==> config.mk <==
export PLATFORM = sky130hd
export DESIGN_NAME = multicycle_ctrl_fsm
export DESIGN_NICKNAME = d
export VERILOG_FILES = /design/src/rtl/arm_ctrl_pkg.sv /design/src/rtl/ctrl_out_rom.sv /design/src/rtl/multicycle_ctrl_fsm.sv
export SDC_FILE = /design/constraint.sdc
export NUM_CORES = 1
export LEC_CHECK = 0
export CAP_MARGIN = 20
export CORE_MARGIN = 2
export CORE_UTILIZATION = 44
export DETAILED_ROUTE_END_ITERATION = 10
export MAX_ROUTING_LAYER = met4
export PLACE_DENSITY = 0.85
export SLEW_MARGIN = 20
export SYNTH_ARGS = -nofsm -noshare
export SYNTH_HDL_FRONTEND = slang
export SYNTH_SLANG_ARGS = --single-unit
==> constraint.sdc <==
create_clock -name clk -period 4.1 [get_ports clk]
set_input_delay 0.41 -clock clk [delete_from_list [all_inputs] [get_ports clk]]
set_output_delay 0.41 -clock clk [all_outputs]
set_load 0.01 [all_outputs]
==> src/rtl/arm_ctrl_pkg.sv <==
// arm_ctrl_pkg: state encoding, datapath select codes, opcode classes and the control-word layout shared by the controller
package arm_ctrl_pkg;
  typedef enum logic [3:0] {
    FETCH, DECODE, MEMADR, MEMREAD, MEMWB, MEMWRITE, EXECR, EXECI, ALUWB, BRANCH, HALT
  } state_t;
  localparam logic [1:0] SRCB_RD2   = 2'b00;
  localparam logic [1:0] SRCB_IMM   = 2'b01;
  localparam logic [1:0] SRCB_FOUR  = 2'b10;
  localparam logic [1:0] RES_ALUOUT = 2'b00;
  localparam logic [1:0] RES_RDATA  = 2'b01;
  localparam logic [1:0] RES_ALURES = 2'b10;
  localparam logic [1:0] OP_DP      = 2'b00;
  localparam logic [1:0] OP_MEM     = 2'b01;
  localparam logic [1:0] OP_BR      = 2'b10;
  typedef struct packed {
    logic       fetch;
    logic       reg_w;
    logic       mem_w;
    logic       branch;
    logic       done;
    logic       alu_op;
    logic       adr_src;
    logic       alu_src_a;
    logic [1:0] alu_src_b;
    logic [1:0] result_src;
  } ctrl_t;
endpackage

==> src/rtl/ctrl_out_rom.sv <==
// ctrl_out_rom: state -> Moore control word lookup (i_state in, o_cw out)
module ctrl_out_rom
  import arm_ctrl_pkg::*;
(
  input  state_t i_state,
  output ctrl_t  o_cw
);
  always_comb begin
    o_cw = '0;
    case (i_state)
      FETCH: begin
        o_cw.fetch      = 1'b1;
        o_cw.alu_src_a  = 1'b1;
        o_cw.alu_src_b  = SRCB_FOUR;
        o_cw.result_src = RES_ALURES;
      end
      DECODE: begin
        o_cw.alu_src_a  = 1'b1;
        o_cw.alu_src_b  = SRCB_FOUR;
        o_cw.result_src = RES_ALURES;
      end
      MEMADR: o_cw.alu_src_b = SRCB_IMM;
      MEMREAD: begin
        o_cw.adr_src    = 1'b1;
        o_cw.result_src = RES_ALUOUT;
      end
      MEMWB: begin
        o_cw.result_src = RES_RDATA;
        o_cw.reg_w      = 1'b1;
        o_cw.done       = 1'b1;
      end
      MEMWRITE: begin
        o_cw.adr_src    = 1'b1;
        o_cw.result_src = RES_ALUOUT;
        o_cw.mem_w      = 1'b1;
      end
      EXECR: begin
        o_cw.alu_src_b  = SRCB_RD2;
        o_cw.alu_op     = 1'b1;
      end
      EXECI: begin
        o_cw.alu_src_b  = SRCB_IMM;
        o_cw.alu_op     = 1'b1;
      end
      ALUWB: begin
        o_cw.result_src = RES_ALUOUT;
        o_cw.reg_w      = 1'b1;
        o_cw.done       = 1'b1;
      end
      BRANCH: begin
        o_cw.alu_src_b  = SRCB_IMM;
        o_cw.result_src = RES_ALURES;
        o_cw.branch     = 1'b1;
        o_cw.done       = 1'b1;
      end
      default: o_cw = '0;
    endcase
  end
endmodule

==> src/rtl/multicycle_ctrl_fsm.sv <==
// multicycle_ctrl_fsm: multicycle ARM sequencer; Op/Funct/NoWrite/MemReady in, mux selects, write strobes, InstrDone and sticky Illegal/Timeout out
module multicycle_ctrl_fsm
  import arm_ctrl_pkg::*;
#(
  parameter int WAIT_LIMIT = 15
) (
  input  logic       clk,
  input  logic       reset,
  input  logic [1:0] Op,
  input  logic [5:0] Funct,
  input  logic       NoWrite,
  input  logic       MemReady,
  output logic       IRWrite,
  output logic       NextPC,
  output logic       RegW,
  output logic       MemW,
  output logic       Branch,
  output logic       ALUOp,
  output logic       AdrSrc,
  output logic       ALUSrcA,
  output logic [1:0] ALUSrcB,
  output logic [1:0] ResultSrc,
  output logic       InstrDone,
  output logic       Illegal,
  output logic       Timeout
);
  state_t     r_state;
  logic [3:0] r_wait;
  logic       r_illegal;
  logic       r_timeout;
  ctrl_t      w_cw;
  logic       w_wait_st;
  logic       w_limit;
  logic       w_ready;
  logic       w_unused;
  ctrl_out_rom u_rom (
    .i_state(r_state),
    .o_cw   (w_cw)
  );
  assign w_wait_st = r_state == FETCH || r_state == MEMREAD || r_state == MEMWRITE;
  assign w_limit   = w_wait_st && r_wait == 4'(WAIT_LIMIT);
  assign w_ready   = MemReady && !w_limit;
  assign w_unused  = ^Funct[4:1];
  always_ff @(posedge clk) begin
    if (reset) begin
      r_state   <= FETCH;
      r_wait    <= 4'd0;
      r_illegal <= 1'b0;
      r_timeout <= 1'b0;
    end else begin
      r_wait <= (w_wait_st && !MemReady && !w_limit) ? r_wait + 4'd1 : 4'd0;
      if (w_limit) r_timeout <= 1'b1;
      if (r_state == DECODE && Op == 2'b11) r_illegal <= 1'b1;
      case (r_state)
        FETCH:        r_state <= w_limit ? HALT : MemReady ? DECODE : FETCH;
        DECODE:       r_state <= Op == OP_MEM ? MEMADR : Op == OP_BR ? BRANCH :
                                 Op == OP_DP ? (Funct[5] ? EXECI : EXECR) : HALT;
        MEMADR:       r_state <= Funct[0] ? MEMREAD : MEMWRITE;
        MEMREAD:      r_state <= w_limit ? HALT : MemReady ? MEMWB : MEMREAD;
        MEMWRITE:     r_state <= w_limit ? HALT : MemReady ? FETCH : MEMWRITE;
        EXECR, EXECI: r_state <= NoWrite ? FETCH : ALUWB;
        MEMWB, ALUWB, BRANCH: r_state <= FETCH;
        default:      r_state <= HALT;
      endcase
    end
  end
  assign IRWrite   = !reset && w_cw.fetch && w_ready;
  assign NextPC    = IRWrite;
  assign RegW      = !reset && w_cw.reg_w;
  assign MemW      = !reset && w_cw.mem_w;
  assign Branch    = !reset && w_cw.branch;
  assign InstrDone = !reset && (w_cw.done || (r_state == MEMWRITE && w_ready) ||
                     ((r_state == EXECR || r_state == EXECI) && NoWrite));
  assign ALUOp     = w_cw.alu_op;
  assign AdrSrc    = w_cw.adr_src;
  assign ALUSrcA   = w_cw.alu_src_a;
  assign ALUSrcB   = w_cw.alu_src_b;
  assign ResultSrc = w_cw.result_src;
  assign Illegal   = r_illegal;
  assign Timeout   = r_timeout;
endmodule

==> flow_summary.yaml, run 1 <==
critical_path:
  setup.worst_path.start_class: "flip-flop"
  reg2reg_slack_ps: 2510
  path_cells: "xor2_1 -> o21a_1 -> or3_4 -> a32o_1 -> clkdlybuf4s50_1"
  critical-path-slowest-cell: "dfxtp_1"
  critPathTopFamily: "flip-flops"
  r2r-end: "r_state[3]"
  worst_path_largest_cell_delay_ps: 670
  critPathKind: "reg -> out"
  r2r_start: "r_state[2]"
  crit_buf_inv: 1
  critPathMaxFanout: 16
  crit_required_ps: 3690
  rr_worst_depth: 4
  worstPathArrival_ps: 2370
  worstSetupEndpointType: "primary output"
detailed_routing:
  drt_iter0_markers: 6
  vias: 722
  drcViolationCount: 0
  ant_nets: 0
  drt_first_pass_iters: 4
  vias_per_cell: 5.82
  wl_per_cell_um: 12.6
  routed_wl_um: 1560
floorplan:
  dieArea_mm2: 0.00182
  fp.dieW_um: 42.6
  fp.dieH_um: 42.6
  core_area_mm2: 0.00135
  row_count: 13
  io_pins: 27
  initial_core_util_pct: 48.7
pwr:
  power.switching_uw: 146
  p_per_area_mw_per_mm2: 446
  finalPower_uw: 404
  sw_frac_of_total_pct: 36.3
  vdd_drop_max_mv: 0.284
  pwr-share-clk_pct: 21.9
  pwr-share-seq_pct: 35.4
  p_int_uw: 257
  p_leak_uw: 0.000313
  power_frac_comb_pct: 42.7
clock_tree:
  clock_latency_ps: 270
  clock-sinks: 10
  cts_buffer_depth: 2
  cts_tree: "done"
  cts_buffers: 3
  post_cts_buffers: 0
  post_cts_resized: 0
  htree_levels: 1
  clk_pin_slew_ps: 70
  ctsHoldBuffers: 0
  root_buffer: "clkbuf_4"
hold_path:
  hold_path_end: "Timeout"
  hp-class: "reg -> reg"
  min_path_cells: 2
  hold_start: "Timeout"
placement:
  place.gp.congestion: 0.832
  place_inst: 120
  io_buffers: 22
  place_hpwl_um: 1170
logic_synthesis:
  synth_cells: 89
  syn_area_per_cell_um2: 7.38
  synthMuxAreaShare_pct: 0
  syn_area_um2: 657
  synth_top_family_by_area: "simple AND/OR/NAND/NOR gates"
  synth_top_flop_cell: "dfxtp_1"
  synth_edf_count: 0
  synth_fa_ha_area_share_pct: 1.90
  ys_seq_area_share_pct: 30.5
  synth-xor-area-share_pct: 5.33
  syn-num-nets: 102
  ys_ff_latch: 10
  synth-simple-area-share_pct: 30.9
  ys.warnings.count: 0
  netlist_top_cells_count: "nor2_1 (12), dfxtp_1 (10), nor3_1 (7)"
  synth_compound_area_share_pct: 24.4
  synth_top_cell_area_share_pct: 30.5
  synthTopCellsByArea: "dfxtp_1 (30%), nor2_1 (6.9%), nor3_1 (5.3%)"
  synth.most_common_cell: "nor2_1"
  synth_cell_types: 30
  synthArstFlopShare_pct: 0
  synth_area_leader_cell: "dfxtp_1"
final_layout:
  syn_to_final_growth_pct: 37.7
  fill_cells: 108
  fin_cells: 124
  diodes: 0
  final_nets: 123
  drive_above_1_share_pct: 4.59
flow_run:
  cap_viol_max_count: 0
grt:
  antenna_found_initial: 0
  grt_overflow_total: 0
  grt_pass1_wl_um: 2690
  track_usage_pct: 19.9
  grt_max_degree: 17
  grt_pass1_vias: 645
timing:
  setup_tns_ps: 0
  fin_crit_ps: 2780
  finClkSkew_ps: 5.86
  max-slew-margin-rel_pct: 63.5
  drv_slew: 0
  min_period_over_period_pct: 67.9
  rsz0062_at_grt: "false"
  fmax_ghz: 0.359
  setup_viol: 0
  tightest_slew_ps: 547
  hold_viol_final: 0
outcome:
  outcome: "completed"
-- power groups by stage --
| stage | clock, uW | combinational [uW] | sequential, uW |
|---|---|---|---|
| 2_1_floorplan | 0 | 124 | 122 |
| 3_3_place_gp | 0 | 169 | 143 |
| 3_5_place_dp | 0 | 172 | 144 |
| 4_1_cts | 91.2 | 174 | 141 |
| 5_1_grt | 98.4 | 188 | 147 |
| 6_report | 88.4 | 172 | 143 |
-- layer usage --
metal / part of all wire (%) / routed length (um) / global-route usage [%] / vias to the layer above
li1: - / - / - / 359
met1: 46 / 712 / 22.9 / 332
met2: 46 / 719 / 31.8 / 26
met3: 5.8 / 90 / 4.31 / 5
met4: 2.4 / 38 / 10.6 / 0
met5: 0 / 0 / - / -
-- cell usage in the layout, fill, tap and decap left out, drive strengths merged, types with 4 or more instances in the layout --
cell type      synthesis  final
dfxtp                 10     10
a21oi                  5      5
clkbuf                 3      4
nor2                  12     12
nand2                  4      4
inv                    5      5
clkdlybuf4s50          0     22
nor3                   7      7
nand2b                 5      5
nand3                  5      5
-- state kept, by name (all words and copies together), names as in the netlist --
signal	flops
r_state	4
r_wait	4
Illegal	1
Timeout	1
-- worst min-delay path, stage by stage, from the launching register on --
cell and delay (ps):
dfxtp_1 310, inv_1 50, a21oi_1 50
-- worst max-delay path by stage --
stage,from,endpoint,slack (ps),depth (start not counted)
after floorplan,r_state[1],NextPC,2120,4
after global placement,reset,NextPC,1480,4
after detailed placement,reset,IRWrite,1450,4
after CTS,r_state[2],InstrDone,1340,5
after global routing,r_state[2],InstrDone,1220,5
final,r_state[2],InstrDone,1320,5
-- final cells by class --
type / instances / area, um2 / share of cell area (%)
Sequential cell: 10 / 200 / 22.1
Inverter: 5 / 18.8 / 2.07
Multi-Input combinational cell: 68 / 410 / 45.4
Clock buffer: 4 / 36.3 / 4.01
Timing Repair Buffer: 22 / 220 / 24.3
Tap cell: 15 / 18.8 / 2.07
-- metrics by stage --
stage	util (%)	instance area (um2)	hold WS (ps)	setup slack [ps]
floorplan	-	657	418	2120
global placement	64.3	868	434	1480
detailed placement	64.3	868	441	1450
CTS	67.0	905	455	1340
global route	67.0	905	490	1220
finish	67.0	905	450	1320
-- cells by family after synthesis --
kind of cell    count (synthesis)
flops                          10
compound gates                 23
xor+xnor                        4
fa+ha+maj                       1
simple gates                   40
buf+inv                        11
No activity file was read; power rests on OpenSTA's default activity.
==> inputs of run 2 (changes only) <==
--- a/config.mk
+++ b/config.mk
@@ -6,11 +6,12 @@
 export NUM_CORES = 1
 export LEC_CHECK = 0
 export CAP_MARGIN = 20
+export CORE_ASPECT_RATIO = 0.75
 export CORE_MARGIN = 2
-export CORE_UTILIZATION = 44
+export CORE_UTILIZATION = 37
 export DETAILED_ROUTE_END_ITERATION = 10
 export MAX_ROUTING_LAYER = met4
-export PLACE_DENSITY = 0.85
+export PLACE_DENSITY = 0.76
 export SLEW_MARGIN = 20
 export SYNTH_ARGS = -nofsm -noshare
 export SYNTH_HDL_FRONTEND = slang
==> constraint.sdc (replaced) <==
create_clock -name clk -period 2.2 [get_ports clk]
set_input_delay 0.22 -clock clk [delete_from_list [all_inputs] [get_ports clk]]
set_output_delay 0.22 -clock clk [all_outputs]
set_load 0.01 [all_outputs]
==> run 2 against run 1 <==
  * Via count increased by 2.8%
  * Clock skew decreased by 3.3 ps
  * Sequential share of layout area decreased by 1.6 points
  * Combinational power increased by 120%
  * Register-to-register slack got worse by 1800 ps
  * Clock-buffer cell count unchanged
  * Critical path depth unchanged
  * Global-route usage decreased by 1.9 points
  * Routed wire length increased by 7.8%
  * First-iteration DRC count increased to 5.5 times the previous value
  * Critical path type unchanged
  * Highest routed layer is now met3
==> flow_summary.yaml, run 2 (same netlist as run 1, synthesis figures left out) <==
flow_run:
  cap_viol_max_count: 0
pwr:
  p_leak_uw: 0.000379
  power_frac_comb_pct: 48.8
  p_per_area_mw_per_mm2: 798
  pwr-share-seq_pct: 30.7
  vdd_drop_max_mv: 0.540
  finalPower_uw: 783
  p_int_uw: 506
  power.switching_uw: 277
  sw_frac_of_total_pct: 35.4
  pwr-share-clk_pct: 20.4
final_layout:
  fin_util_pct: 57.4
  syn_to_final_growth_pct: 49.3
  final_nets: 131
  layout_commonest_cell: "clkdlybuf4s50_1"
  layout_common_cells: "clkdlybuf4s50_1 (19), nor2_1 (12), dfxtp_1 (9)"
  reg.largest.list: "r_state: 4 flops, r_wait: 4 flops"
  diodes: 0
  fill_cells: 162
  fin_area_um2: 981
  drive_above_1_share_pct: 12.8
timing:
  finClkSkew_ps: 2.56
  rsz0062_at_grt: "false"
  max-slew-margin-rel_pct: 66.8
  fmax_ghz: 0.477
  hold_viol_final: 0
  hold_slack_ps: 450
  drv_slew: 0
  tightest_slew_ps: 497
  setup_tns_ps: 0
  min_period_over_period_pct: 95.3
  setup_viol: 0
  fin_crit_ps: 2100
clock_tree:
  htree_levels: 1
  clock_latency_ps: 260
  root_buffer: "clkbuf_4"
  cts_buffer_depth: 2
  clk_pin_slew_ps: 60
  cts_tree: "done"
  clock-sinks: 10
  cts_buffers: 3
floorplan:
  core_area_mm2: 0.00171
  initial_core_util_pct: 38.5
  fp.dieW_um: 52.7
  fp.dieH_um: 40.5
  row_count: 13
  dieArea_mm2: 0.00213
  io_pins: 27
critical_path:
  worstSetupEndpointType: "primary output"
  crit_required_ps: 1980
  setup.worst_path.start_class: "flip-flop"
  crit_start: "r_state[0]"
  reg2reg_slack_ps: 750
  r2r_start: "r_wait[0]"
  worstPathArrival_ps: 1880
  rr_worst_depth: 6
  crit_path_end: "InstrDone"
  critPathMaxFanout: 4
  r2r-end: "r_state[2]"
  critPathKind: "reg -> out"
outcome:
  outcome: "completed"
grt:
  grt_overflow_total: 0
  gr-usage-met2_pct: 25.6
  grt_pass1_vias: 599
  track_usage_pct: 18.0
  use_met1_pct: 25.5
  grt_max_degree: 16
  grt_busiest_layer: "met2"
  grt_pass1_wl_um: 2650
  met3_usage_pct: 4.48
  antenna_found_initial: 0
detailed_routing:
  ant_nets: 0
  vias_per_cell: 5.34
  vias: 742
  drt_first_pass_iters: 4
  routed_wl_um: 1680
  wl_per_cell_um: 12.1
  drcViolationCount: 0
  drt_iter0_markers: 33
placement:
  dpl-instance-area_um2: 937
  io_buffers: 22
  place_hpwl_um: 1360
  place.gp.congestion: 0.848
hold_path:
  min_path_cells: 1
  hp-class: "reg -> reg"
run 2: cell types whose count changed in the layout (fill, tap and decap cells not counted), sizes merged:
cell	delta
clkdlybuf4s50	-3
buf	+8
dlygate4sd2	+2
dlymetal6s2s	+1
run 2: repair_timing:
item / CTS / global route
endpoints found under the hold margin: 0 / 0
setup endpoints to repair: 3 / 1
setup buffers: 0 / 0
hold buffers: 0 / 0
gates resized for setup: 4 / 1
run 2: worst min-delay path by stage:
stage | startpoint | end | slack (ps)
after floorplan | Op[1] | Illegal | 400
after global placement | r_wait[0] | r_wait[0] | 430
after detailed placement | r_wait[0] | r_wait[0] | 440
after CTS | r_wait[0] | r_wait[0] | 450
after global routing | r_wait[0] | r_wait[0] | 470
final | r_wait[0] | r_wait[0] | 450
run 2: layout make-up:
| type | instances | area (um2) | area share [%] |
|---|---|---|---|
| Inverter | 5 | 18.8 | 1.91 |
| Clock buffer | 4 | 36.3 | 3.70 |
| Multi-Input combinational cell | 68 | 417 | 42.5 |
| Timing Repair Buffer | 30 | 280 | 28.6 |
| Sequential cell | 10 | 201 | 20.5 |
| Tap cell | 22 | 27.5 | 2.81 |
run 2: critical path: stages (launching register included):
cell and delay, ps:
dfxtp_1 340, xor2_1 180, o21a_1 200, or3_4 350
a32o_1 260, dlygate4sd2_1 280
run 2: routing by layer:
metal,share of wire [%],vias up,wire (um)
li1,-,376,-
met1,51,337,849
met2,43,29,724
met3,6.4,0,107
met4,0,0,0
met5,0,-,0
run 2: stage by stage:
stage          std cells  setup WS (ps)
4_1_cts              139           12.2
3_5_place_dp         135            122
6_report             139            103
3_3_place_gp         135            163
5_1_grt              139           8.31
2_1_floorplan         89            413
run 2: power groups by stage:
stage,Clock [uW],Combinational (uW),Sequential [uW]
after floorplan,0,231,227
after global placement,0,378,241
after detailed placement,0,385,242
after CTS,167,384,240
after global routing,177,419,245
final,160,382,241
==> inputs of run 3 (changes only) <==
--- a/config.mk
+++ b/config.mk
@@ -6,13 +6,16 @@
 export NUM_CORES = 1
 export LEC_CHECK = 0
 export CAP_MARGIN = 20
+export CELL_PAD_IN_SITES_DETAIL_PLACEMENT = 2
+export CELL_PAD_IN_SITES_GLOBAL_PLACEMENT = 2
 export CORE_ASPECT_RATIO = 0.75
 export CORE_MARGIN = 2
-export CORE_UTILIZATION = 37
+export CORE_UTILIZATION = 19
 export DETAILED_ROUTE_END_ITERATION = 10
 export MAX_ROUTING_LAYER = met4
-export PLACE_DENSITY = 0.76
+export PLACE_DENSITY = 0.74
 export SLEW_MARGIN = 20
 export SYNTH_ARGS = -nofsm -noshare
 export SYNTH_HDL_FRONTEND = slang
 export SYNTH_SLANG_ARGS = --single-unit
+export TNS_END_PERCENT = 5
==> run 3 against run 2 <==
  * Routed wire length grew 37%
  * Cell count up 12%
  * Sequential share of layout area down 0.88 points
  * Worst setup slack improved by 21 ps
==> flow_summary.yaml, run 3 (same netlist as run 1, synthesis figures left out) <==
outcome:
  outcome: "completed"
grt:
  grt_pass1_wl_um: 3690
  grt_pass1_vias: 735
  grt_overflow_total: 0
  track_usage_pct: 12.7
  grt_max_degree: 13
  antenna_found_initial: 0
pwr:
  p_int_uw: 526
  sw_frac_of_total_pct: 36.3
  pwr-share-clk_pct: 21.5
  pwr-share-seq_pct: 28.0
  vdd_drop_max_mv: 0.277
  p_leak_uw: 0.000388
  p_per_area_mw_per_mm2: 811
  power.switching_uw: 300
  power_frac_comb_pct: 50.4
clock_tree:
  root_buffer: "clkbuf_8"
  cts_buffers: 3
  cts_buffer_depth: 2
  post_cts_buffers: 0
  ctsHoldBuffers: 0
  clock_latency_ps: 230
  post_cts_resized: 3
  clk_pin_slew_ps: 40
  clock-sinks: 10
  cts_tree: "done"
  htree_levels: 1
timing:
  worst_slack_ps: 123
  hold_viol_final: 0
  min_period_over_period_pct: 94.4
  tightest_slew_ps: 392
  fmax_ghz: 0.481
  setup_viol: 0
  max-slew-margin-rel_pct: 73.9
  hold_slack_ps: 446
  rsz0062_at_grt: "false"
  drv_slew: 0
  fin_crit_ps: 2080
  setup_tns_ps: 0
  finClkSkew_ps: 2.46
placement:
  place_ws_ps: 93.4
  io_buffers: 22
  dpl-instance-area_um2: 960
  place_inst: 153
  place_hpwl_um: 1880
  place.gp.congestion: 0.770
final_layout:
  fin_cells: 156
  layout_common_cells: "clkdlybuf4s50_1 (19), nor2_1 (12), dfxtp_1 (10)"
  final_nets: 131
  drive_above_1_share_pct: 12.9
  layout_commonest_cell: "clkdlybuf4s50_1"
  fin_area_mm2: 0.00102
  syn_to_final_growth_pct: 55.0
  diodes: 0
  reg.largest.list: "r_state: 4 flops, r_wait: 4 flops"
floorplan:
  row_count: 18
  fp.dieW_um: 71.9
  dieArea_mm2: 0.00395
  core_area_mm2: 0.00329
  fp.dieH_um: 54.9
  initial_core_util_pct: 20.0
  io_pins: 27
detailed_routing:
  vias: 753
  wl_per_cell_um: 14.8
  drt_first_pass_iters: 4
  ant_nets: 0
  drt_iter0_markers: 44
  routed_wl_um: 2310
  drcViolationCount: 0
  vias_per_cell: 4.83
hold_path:
  hp-class: "reg -> reg"
  hold_start: "Timeout"
critical_path:
  worst_path_largest_cell_delay_ps: 410
  crit_required_ps: 1980
  worstSetupEndpointType: "primary output"
  path_cells: "ha_2 -> nand3_1 -> or3_4 -> a32o_1 -> dlygate4sd2_1"
  setup.worst_path.start_class: "flip-flop"
  critical-path-slowest-cell: "or3_4"
  worstPathArrival_ps: 1860
  crit_buf_inv: 1
  critPathKind: "reg -> out"
  critPathMaxFanout: 3
  crit_start: "r_wait[0]"
  critPathTopFamily: "simple AND/OR/NAND/NOR gates"
  r2r_start: "r_wait[0]"
flow_run:
  cap_viol_max_count: 0
[run 3: layout make-up]
type | instances | area, um2
well taps | 40 | 50.0
clock buffers | 3 | 41.3
flip-flops and latches | 10 | 200
fillers | 376 | 2270
multi-input cells | 68 | 424
repair buffers | 30 | 284
inverters | 5 | 18.8
[run 3: power by group through the flow]
stage / logic, uW / registers [uW] / clock network (uW)
after global placement: 407 / 232 / 0
final: 417 / 232 / 178
after CTS: 421 / 231 / 188
after global routing: 460 / 236 / 201
after detailed placement: 417 / 235 / 0
after floorplan: 231 / 227 / 0
[run 3: final timing paths]
kind | end | slack, ps | depth (start not counted)
max | InstrDone | 120 | 5
min | Timeout | 450 | 2
max reg2reg | r_state[2] | 680 | 6
min reg2reg | Timeout | 450 | 2
[run 3: tightest hold or removal path, delay by kind of cell (launching register included)]
family          cells  cell delay [ps]
flops               1              300
compound gates      1               50
buf+inv             1               40
[run 3: per-stage QoR]
stage	power, uW	utilization (%)
after CTS	840	30.7
after detailed placement	652	29.2
after global placement	638	29.2
after global routing	896	31.0
after floorplan	458	-
final	826	31.0
[run 3: metal layers]
metal | GRT usage (%) | up-vias | routed length, um
li1 | - | 375 | -
met1 | 16.8 | 362 | 1150
met2 | 20.5 | 16 | 1070
met3 | 1.99 | 0 | 93
met4 | 3.77 | 0 | 0
met5 | - | - | 0
